--- config.mk ---
export PLATFORM = sky130hd
export DESIGN_NAME = tpu_writeback_dma_flat
export DESIGN_NICKNAME = d
export VERILOG_FILES = /design/src/rtl/tpu_writeback_dma_if.sv /design/src/rtl/tpu_writeback_dma.sv /design/src/flat_wrapper.sv
export SDC_FILE = /design/constraint.sdc
export NUM_CORES = 1
export LEC_CHECK = 0
export BUFFER_PORTS_ARGS = -buffer_cell sky130_fd_sc_hd__buf_4
export CORE_AREA = 10 10 186 188
export CTS_CLUSTER_SIZE = 8
export DETAILED_ROUTE_END_ITERATION = 7
export DIE_AREA = 0 0 196 198
export GPL_ROUTABILITY_DRIVEN = 1
export HOLD_SLACK_MARGIN = 0.05
export PLACE_DENSITY = 0.8
export SLEW_MARGIN = 20
export SYNTH_ARGS = -nofsm -noshare
export SYNTH_HDL_FRONTEND = slang
export SYNTH_SLANG_ARGS = --single-unit
--- constraint.sdc ---
create_clock -name clk -period 4.4 [get_ports clk]
set_clock_uncertainty 0.2 [all_clocks]
set_input_delay 0.44 -clock clk [delete_from_list [all_inputs] [get_ports clk]]
set_output_delay 0.44 -clock clk [all_outputs]
set_load 0.01 [all_outputs]
--- src/rtl/tpu_writeback_dma_if.sv ---
// Bus bundle for the writeback DMA: Output Buffer read port plus the AXI4 write
// channels (AW, W, B). The DMA side uses "master", the memory/DDR side "slave".
interface tpu_writeback_dma_if #(
    parameter int W      = 4,
    parameter int ADDR_W = 10
);
    logic [ADDR_W-1:0] buf_rd_addr;
    logic              buf_rd_en;
    logic [32*W-1:0]   buf_rd_data;

    logic [31:0]       m_axi_awaddr;
    logic [7:0]        m_axi_awlen;
    logic [2:0]        m_axi_awsize;
    logic [1:0]        m_axi_awburst;
    logic              m_axi_awvalid;
    logic              m_axi_awready;
    logic [31:0]       m_axi_wdata;
    logic [3:0]        m_axi_wstrb;
    logic              m_axi_wlast;
    logic              m_axi_wvalid;
    logic              m_axi_wready;
    logic [1:0]        m_axi_bresp;
    logic              m_axi_bvalid;
    logic              m_axi_bready;

    modport master (
        output buf_rd_addr, buf_rd_en,
        input  buf_rd_data,
        output m_axi_awaddr, m_axi_awlen, m_axi_awsize, m_axi_awburst, m_axi_awvalid,
        input  m_axi_awready,
        output m_axi_wdata, m_axi_wstrb, m_axi_wlast, m_axi_wvalid,
        input  m_axi_wready,
        input  m_axi_bresp, m_axi_bvalid,
        output m_axi_bready
    );

    modport slave (
        input  buf_rd_addr, buf_rd_en,
        output buf_rd_data,
        input  m_axi_awaddr, m_axi_awlen, m_axi_awsize, m_axi_awburst, m_axi_awvalid,
        output m_axi_awready,
        input  m_axi_wdata, m_axi_wstrb, m_axi_wlast, m_axi_wvalid,
        output m_axi_wready,
        output m_axi_bresp, m_axi_bvalid,
        input  m_axi_bready
    );
endinterface

--- src/rtl/tpu_writeback_dma.sv ---
// Writeback sequencer: per row, read one Output Buffer row, issue one INCR burst of
// W 32-bit beats on AXI4, collect BRESP; pulse done_irq after the last row.
module tpu_writeback_dma #(
    parameter int SYSTOLIC_ARRAY_WIDTH = 4,
    parameter int DATA_WIDTH_ACCUM     = 32,
    parameter int ADDR_WIDTH           = 10
) (
    input  logic                  clk,
    input  logic                  rst_n,
    input  logic                  start_pulse,
    input  logic [31:0]           dest_addr,
    input  logic [ADDR_WIDTH-1:0] src_addr,
    input  logic [15:0]           length,
    output logic                  busy,
    output logic                  done_irq,
    output logic                  error,
    output logic [2:0]            dbg_state_o,
    tpu_writeback_dma_if.master   bus
);
    localparam int W  = SYSTOLIC_ARRAY_WIDTH;
    localparam int DW = DATA_WIDTH_ACCUM;
    localparam int BW = (W > 1) ? $clog2(W) : 1;
    localparam logic [BW-1:0] LAST_BEAT = BW'(W - 1);
    localparam logic [31:0]   ROW_BYTES = 32'(W * 4);

    typedef enum logic [2:0] {
        S_IDLE, S_RD, S_LATCH, S_AW, S_WD, S_BR, S_DONE
    } state_t;

    state_t                state_q;
    logic [31:0]           dest_q;
    logic [ADDR_WIDTH-1:0] src_q;
    logic [15:0]           len_q;
    logic [15:0]           row_q;
    logic [BW-1:0]         beat_q;
    logic [DW*W-1:0]       row_data_q;
    logic                  busy_q, done_q, error_q;
    logic                  rd_en_q;
    logic [ADDR_WIDTH-1:0] rd_addr_q;
    logic                  awvalid_q, wvalid_q, wlast_q, bready_q;
    logic [31:0]           awaddr_q, wdata_q;

    logic [15:0]   row_inc;
    logic [BW-1:0] beat_inc;
    assign row_inc  = row_q + 16'd1;
    assign beat_inc = beat_q + BW'(1);

    // Valid/ready: every valid is a register that, once raised, holds itself and its
    // payload until the cycle whose rising edge sees valid & ready both high.
    always_ff @(posedge clk or negedge rst_n) begin
        if (!rst_n) begin
            state_q    <= S_IDLE;
            dest_q     <= '0;
            src_q      <= '0;
            len_q      <= '0;
            row_q      <= '0;
            beat_q     <= '0;
            row_data_q <= '0;
            busy_q     <= 1'b0;
            done_q     <= 1'b0;
            error_q    <= 1'b0;
            rd_en_q    <= 1'b0;
            rd_addr_q  <= '0;
            awvalid_q  <= 1'b0;
            awaddr_q   <= '0;
            wvalid_q   <= 1'b0;
            wdata_q    <= '0;
            wlast_q    <= 1'b0;
            bready_q   <= 1'b0;
        end else begin
            case (state_q)
                S_IDLE: begin
                    if (start_pulse) begin
                        dest_q  <= dest_addr;
                        src_q   <= src_addr;
                        len_q   <= length;
                        row_q   <= '0;
                        error_q <= 1'b0;
                        busy_q  <= 1'b1;
                        if (length == 16'd0) begin
                            state_q <= S_DONE;
                            done_q  <= 1'b1;
                        end else begin
                            state_q   <= S_RD;
                            rd_en_q   <= 1'b1;
                            rd_addr_q <= src_addr;
                        end
                    end
                end
                S_RD: begin
                    rd_en_q <= 1'b0;
                    state_q <= S_LATCH;
                end
                S_LATCH: begin
                    row_data_q <= bus.buf_rd_data;
                    awaddr_q   <= dest_q + 32'(row_q) * ROW_BYTES;
                    awvalid_q  <= 1'b1;
                    state_q    <= S_AW;
                end
                S_AW: begin
                    if (bus.m_axi_awready) begin
                        awvalid_q <= 1'b0;
                        wvalid_q  <= 1'b1;
                        wdata_q   <= row_data_q[DW-1:0];
                        wlast_q   <= (LAST_BEAT == '0);
                        beat_q    <= '0;
                        state_q   <= S_WD;
                    end
                end
                S_WD: begin
                    if (bus.m_axi_wready) begin
                        if (beat_q == LAST_BEAT) begin
                            wvalid_q <= 1'b0;
                            wlast_q  <= 1'b0;
                            bready_q <= 1'b1;
                            state_q  <= S_BR;
                        end else begin
                            beat_q  <= beat_inc;
                            wdata_q <= row_data_q[int'(beat_inc)*DW +: DW];
                            wlast_q <= (beat_inc == LAST_BEAT);
                        end
                    end
                end
                S_BR: begin
                    if (bus.m_axi_bvalid) begin
                        bready_q <= 1'b0;
                        if (bus.m_axi_bresp != 2'b00) error_q <= 1'b1;
                        row_q <= row_inc;
                        if (row_inc == len_q) begin
                            state_q <= S_DONE;
                            done_q  <= 1'b1;
                        end else begin
                            state_q   <= S_RD;
                            rd_en_q   <= 1'b1;
                            rd_addr_q <= src_q + row_inc[ADDR_WIDTH-1:0];
                        end
                    end
                end
                S_DONE: begin
                    done_q  <= 1'b0;
                    busy_q  <= 1'b0;
                    state_q <= S_IDLE;
                end
                default: state_q <= S_IDLE;
            endcase
        end
    end

    assign busy          = busy_q;
    assign done_irq      = done_q;
    assign error         = error_q;
    assign dbg_state_o   = state_q;

    assign bus.buf_rd_en     = rd_en_q;
    assign bus.buf_rd_addr   = rd_addr_q;
    assign bus.m_axi_awaddr  = awaddr_q;
    assign bus.m_axi_awlen   = 8'(W - 1);
    assign bus.m_axi_awsize  = 3'b010;
    assign bus.m_axi_awburst = 2'b01;
    assign bus.m_axi_awvalid = awvalid_q;
    assign bus.m_axi_wdata   = wdata_q;
    assign bus.m_axi_wstrb   = 4'hF;
    assign bus.m_axi_wlast   = wlast_q;
    assign bus.m_axi_wvalid  = wvalid_q;
    assign bus.m_axi_bready  = bready_q;
endmodule

--- src/flat_wrapper.sv ---
// flat-port wrapper written by rule: the top's interface ports become plain ports
module tpu_writeback_dma_flat 
#(
    parameter int SYSTOLIC_ARRAY_WIDTH = 4,
    parameter int DATA_WIDTH_ACCUM     = 32,
    parameter int ADDR_WIDTH           = 10
)
  (clk, rst_n, start_pulse, dest_addr, src_addr, length, busy, done_irq, error, dbg_state_o, bus_buf_rd_addr, bus_buf_rd_en, bus_buf_rd_data, bus_m_axi_awaddr, bus_m_axi_awlen, bus_m_axi_awsize, bus_m_axi_awburst, bus_m_axi_awvalid, bus_m_axi_awready, bus_m_axi_wdata, bus_m_axi_wstrb, bus_m_axi_wlast, bus_m_axi_wvalid, bus_m_axi_wready, bus_m_axi_bresp, bus_m_axi_bvalid, bus_m_axi_bready);
  tpu_writeback_dma_if #(.W(4), .ADDR_W(10)) bus_i ();
  input  logic clk;
  input  logic rst_n;
  input  logic start_pulse;
  input  logic [31:0] dest_addr;
  input  logic [ADDR_WIDTH-1:0] src_addr;
  input  logic [15:0] length;
  output logic busy;
  output logic done_irq;
  output logic error;
  output logic [2:0] dbg_state_o;
  output wire logic [$bits(bus_i.buf_rd_addr)-1:0] bus_buf_rd_addr;
  output wire logic [$bits(bus_i.buf_rd_en)-1:0] bus_buf_rd_en;
  input wire logic [$bits(bus_i.buf_rd_data)-1:0] bus_buf_rd_data;
  output wire logic [$bits(bus_i.m_axi_awaddr)-1:0] bus_m_axi_awaddr;
  output wire logic [$bits(bus_i.m_axi_awlen)-1:0] bus_m_axi_awlen;
  output wire logic [$bits(bus_i.m_axi_awsize)-1:0] bus_m_axi_awsize;
  output wire logic [$bits(bus_i.m_axi_awburst)-1:0] bus_m_axi_awburst;
  output wire logic [$bits(bus_i.m_axi_awvalid)-1:0] bus_m_axi_awvalid;
  input wire logic [$bits(bus_i.m_axi_awready)-1:0] bus_m_axi_awready;
  output wire logic [$bits(bus_i.m_axi_wdata)-1:0] bus_m_axi_wdata;
  output wire logic [$bits(bus_i.m_axi_wstrb)-1:0] bus_m_axi_wstrb;
  output wire logic [$bits(bus_i.m_axi_wlast)-1:0] bus_m_axi_wlast;
  output wire logic [$bits(bus_i.m_axi_wvalid)-1:0] bus_m_axi_wvalid;
  input wire logic [$bits(bus_i.m_axi_wready)-1:0] bus_m_axi_wready;
  input wire logic [$bits(bus_i.m_axi_bresp)-1:0] bus_m_axi_bresp;
  input wire logic [$bits(bus_i.m_axi_bvalid)-1:0] bus_m_axi_bvalid;
  output wire logic [$bits(bus_i.m_axi_bready)-1:0] bus_m_axi_bready;
  assign bus_buf_rd_addr = bus_i.buf_rd_addr;
  assign bus_buf_rd_en = bus_i.buf_rd_en;
  assign bus_i.buf_rd_data = bus_buf_rd_data;
  assign bus_m_axi_awaddr = bus_i.m_axi_awaddr;
  assign bus_m_axi_awlen = bus_i.m_axi_awlen;
  assign bus_m_axi_awsize = bus_i.m_axi_awsize;
  assign bus_m_axi_awburst = bus_i.m_axi_awburst;
  assign bus_m_axi_awvalid = bus_i.m_axi_awvalid;
  assign bus_i.m_axi_awready = bus_m_axi_awready;
  assign bus_m_axi_wdata = bus_i.m_axi_wdata;
  assign bus_m_axi_wstrb = bus_i.m_axi_wstrb;
  assign bus_m_axi_wlast = bus_i.m_axi_wlast;
  assign bus_m_axi_wvalid = bus_i.m_axi_wvalid;
  assign bus_i.m_axi_wready = bus_m_axi_wready;
  assign bus_i.m_axi_bresp = bus_m_axi_bresp;
  assign bus_i.m_axi_bvalid = bus_m_axi_bvalid;
  assign bus_m_axi_bready = bus_i.m_axi_bready;
  tpu_writeback_dma #(.SYSTOLIC_ARRAY_WIDTH(SYSTOLIC_ARRAY_WIDTH), .DATA_WIDTH_ACCUM(DATA_WIDTH_ACCUM), .ADDR_WIDTH(ADDR_WIDTH)) u_core (.clk(clk), .rst_n(rst_n), .start_pulse(start_pulse), .dest_addr(dest_addr), .src_addr(src_addr), .length(length), .busy(busy), .done_irq(done_irq), .error(error), .dbg_state_o(dbg_state_o), .bus(bus_i));
endmodule
==> impl_metrics.yaml <==
status:
  outcome: "complete, no violations"
place:
  post-place-cells: 2285
  place_area_um2: 16900
  dp_hpwl_um: 31200
  io_buffer_count: 278
  place_congestion: 0.895
worst_setup_path:
  cp_max_fo: 10
  criticalPathCategory: "flip-flop to flip-flop"
  r2r-start: "u_core.row_q[0]$_DFFE_PN0P_"
  critPathBufInv: 0
  reg2reg_depth: 8
  r2r_end: "u_core.bus.buf_rd_addr[6]$_DFFE_PN0P_"
  critPathLaunchType: "flip-flop"
  worstSetupEndpointType: "flip-flop"
  regToRegSetupSlack_ps: 750
  path_cells: "ha_1 > nand2_1 > o21ai_2 > a31oi_1 > or4_4 > nor4_4 > a31oi_4 > mux2_4"
  crit_family: "simple AND/OR/NAND/NOR gates"
  cp_slowest_cell: "dfrtp_1"
  max_stage_delay_ps: 590
  required_ps: 4600
  worstPathArrival_ps: 3850
drt:
  ant_nets: 0
  top_layer: "met4"
  wl_per_cell_um: 20.1
  wl_met3_um: 3590
  dr.pass1.iters: 6
  vias: 14200
  wl_met2_um: 24500
  m1WireLength_um: 20000
  viasPerCell: 5.61
  wirelength_um: 50800
  remaining_drc_errors: 0
  drt_iter0_drc: 1103
synthesis:
  synthFlopType: "dfrtp_1"
  ys_warn_count: 0
  syn-cell-area_um2: 14600
  synth_area_leaders: "dfrtp_1, nand2_1, o21ai_0"
  synth.avg_cell_area_um2: 8.61
  synth_area_leader_cell: "dfrtp_1"
  synthCells: 1694
  yosys.area.top_type_share_pct: 49.6
  synth-edff-count: 0
  synth_mux_area_share_pct: 3.53
  synth.distinct_cells: 79
  ys_seq_area_share_pct: 49.6
  synth_simple_gate_area_share_pct: 24.5
  synthArstFlopShare_pct: 100
  synthXorXnorAreaFrac_pct: 2.86
  synth_seq_cells: 289
  synth_compound_area_share_pct: 12.7
  synthAdderAreaFrac_pct: 2.68
  synth_top_family_by_area: "simple AND/OR/NAND/NOR gates"
final_layout:
  final_common_cell: "nand2_1"
  nets: 2339
  seq_area_um2: 7230
  multi_input_area_um2: 6850
  final_util_pct: 64.1
  layout.cells.non_filler: 2529
  layout_common_cells: "nand2_1, buf_4, dfrtp_1"
  drive_gt1_share_pct: 18.9
  area_growth_pct: 36.5
  fillers: 2375
  stdcell_area_um2: 19900
power:
  power.internal_uw: 7890
  p_leak_uw: 0.00974
  total_power_uw: 13100
  p_clk_share_pct: 21.7
  p_comb_share_pct: 41.2
  power.net_switching_uw: 5250
  switching_share_pct: 40.0
  p_seq_share_pct: 37.1
  ir_worst_vdd_v: 0.000372
  p_per_area_nw_per_um2: 660
sta:
  hold_viol_final: 0
  maxSlewViolCount: 0
  tns_ps: 0
  slew_headroom_pct: 37.9
  worst_pin_slew_ps: 932
  timing.final.crit_share_pct: 82.9
  rsz0062_at_grt: "false"
  fin_crit_ps: 3650
  setup_viol: 0
  max_freq_ghz: 0.274
clock_network:
  clk_latency_ps: 530
  cts-root-buf: "clkbuf_16"
  cts.sinks: 289
  cts_buffers: 42
  cts-htree-levels: 2
  worst_setup_hold_path_clk_slew_ps: 50
  cts_max_path_buffers: 3
  tritoncts: "done"
floorplanning:
  dieArea_um2: 38800
  fp-row-count: 65
  core_um2: 31100
  fp.dieW_um: 196
  io-pin-count: 296
  die_y_um: 198
  initial_core_util_pct: 47.0
min_path:
  min_path_type: "input port to flip-flop"
  hp-start: "start_pulse"
  holdPathEnd: "u_core.busy$_DFFE_PN0P_"
  hold_depth: 3
global_route:
  grt_first_pass_wirelength_um: 80300
  grt.total_usage_pct: 25.3
  gr-total-overflow: 0
  grt_pass1_vias: 14700
  grt_max_degree: 130
  antenna_found_initial: 4
flow_run:
  cap_viol_max_count: 0
-- cells by family (layout without fill, tap and decap cells) --
kind of cell             count (synthesis)  count (layout)
adder cells (fa/ha/maj)                 30              30
multiplexers                            36              36
flip-flops                             289             289
AO/OA/AOI/OAI                          283             283
buffers and inverters                  135             547
AND/OR/NAND/NOR                        873             873
XOR/XNOR                                46              46
other                                    2              23
-- through the flow --
step,hold slack (ps),worst slack [ps]
floorplan,-55.6,1470
global placement,236,957
detailed placement,247,848
CTS,53.8,812
global route,97.8,606
finish,77.2,753
-- layout make-up --
| type | count | area share (%) |
|---|---|---|
| well taps | 402 | 2.52 |
| clock buffers | 46 | 5.40 |
| flip-flops and latches | 289 | 36.3 |
| diodes | 6 | 0.0754 |
| clock inverters | 4 | 0.195 |
| multi-input cells | 1285 | 34.4 |
| inverters | 14 | 0.264 |
| repair buffers | 483 | 20.9 |
-- registers in the layout (all words and copies together) (netlist names) --
| signal | flops |
|---|---|
| u_core.len_q | 16 |
| u_core.bus.m_axi_wlast | 1 |
| u_core.dest_q | 32 |
| u_core.dbg_state_o | 3 |
| u_core.done_irq | 1 |
| u_core.bus.m_axi_wdata | 32 |
| u_core.busy | 1 |
| u_core.row_q | 16 |
| u_core.bus.m_axi_wvalid | 1 |
| u_core.bus.buf_rd_en | 1 |
| u_core.error | 1 |
| u_core.beat_q | 2 |
| u_core.bus.buf_rd_addr | 10 |
| u_core.bus.m_axi_bready | 1 |
| u_core.src_q | 10 |
| u_core.row_data_q | 128 |
| u_core.bus.m_axi_awaddr | 32 |
| u_core.bus.m_axi_awvalid | 1 |
-- layer usage --
| layer | vias up | GRT usage [%] |
|---|---|---|
| li1 | 6498 | - |
| met1 | 6791 | 30.8 |
| met2 | 715 | 42.0 |
| met5 | - | 0 |
| met4 | 0 | 13.2 |
| met3 | 189 | 4.94 |
-- synthesized netlist by cell type, drive strengths merged (12+ instances only) --
master    n
xnor2    21
o21ai    96
buf      39
dfrtp   289
a31oi    23
inv      13
xor2     24
nand2   661
ha       28
clkbuf   82
and3     12
mux2     25
nand3    17
a21oi    48
nor3     35
o221ai   26
nor2     94
-- how the worst max path moves through the flow --
stage,start,to,slack (ps),depth (start not counted)
final,u_core.row_q[0]$_DFFE_PN0P_,u_core.bus.buf_rd_addr[6]$_DFFE_PN0P_,750,8
after detailed placement,u_core.row_q[0]$_DFFE_PN0P_,u_core.bus.buf_rd_addr[9]$_DFFE_PN0P_,850,8
after floorplan,u_core.row_q[1]$_DFFE_PN0P_,u_core.bus.buf_rd_addr[6]$_DFFE_PN0P_,1470,9
after global placement,u_core.row_q[1]$_DFFE_PN0P_,u_core.bus.buf_rd_addr[8]$_DFFE_PN0P_,960,8
after CTS,u_core.row_q[0]$_DFFE_PN0P_,u_core.bus.buf_rd_addr[6]$_DFFE_PN0P_,810,8
after global routing,u_core.row_q[0]$_DFFE_PN0P_,u_core.bus.buf_rd_addr[6]$_DFFE_PN0P_,610,8
-- worst register-to-register path, delay by kind of cell, from the launching register on --
family	cells	cell delay, ps
AND/OR/NAND/NOR	3	1370
multiplexers	1	360
flip-flops	1	590
adder cells (fa/ha/maj)	1	480
AO/OA/AOI/OAI	3	540
-- power groups by stage --
stage          registers, µW  clock network [µW]  logic, µW
2_1_floorplan           4650                   0       3330
3_3_place_gp            4770                   0       5000
3_5_place_dp            4820                   0       5140
4_1_cts                 4800                2890       5320
5_1_grt                 4980                3020       6010
6_report                4870                2860       5420
-- timing repair --
item | in CTS | in global routing
gates resized for setup | 0 | 0
setup endpoints to repair | 0 | 0
hold buffers | 188 | 0
endpoints found under the hold margin | 259 | 0
buffers inserted | 0 | 0
Power figures use the tool's default switching activity.
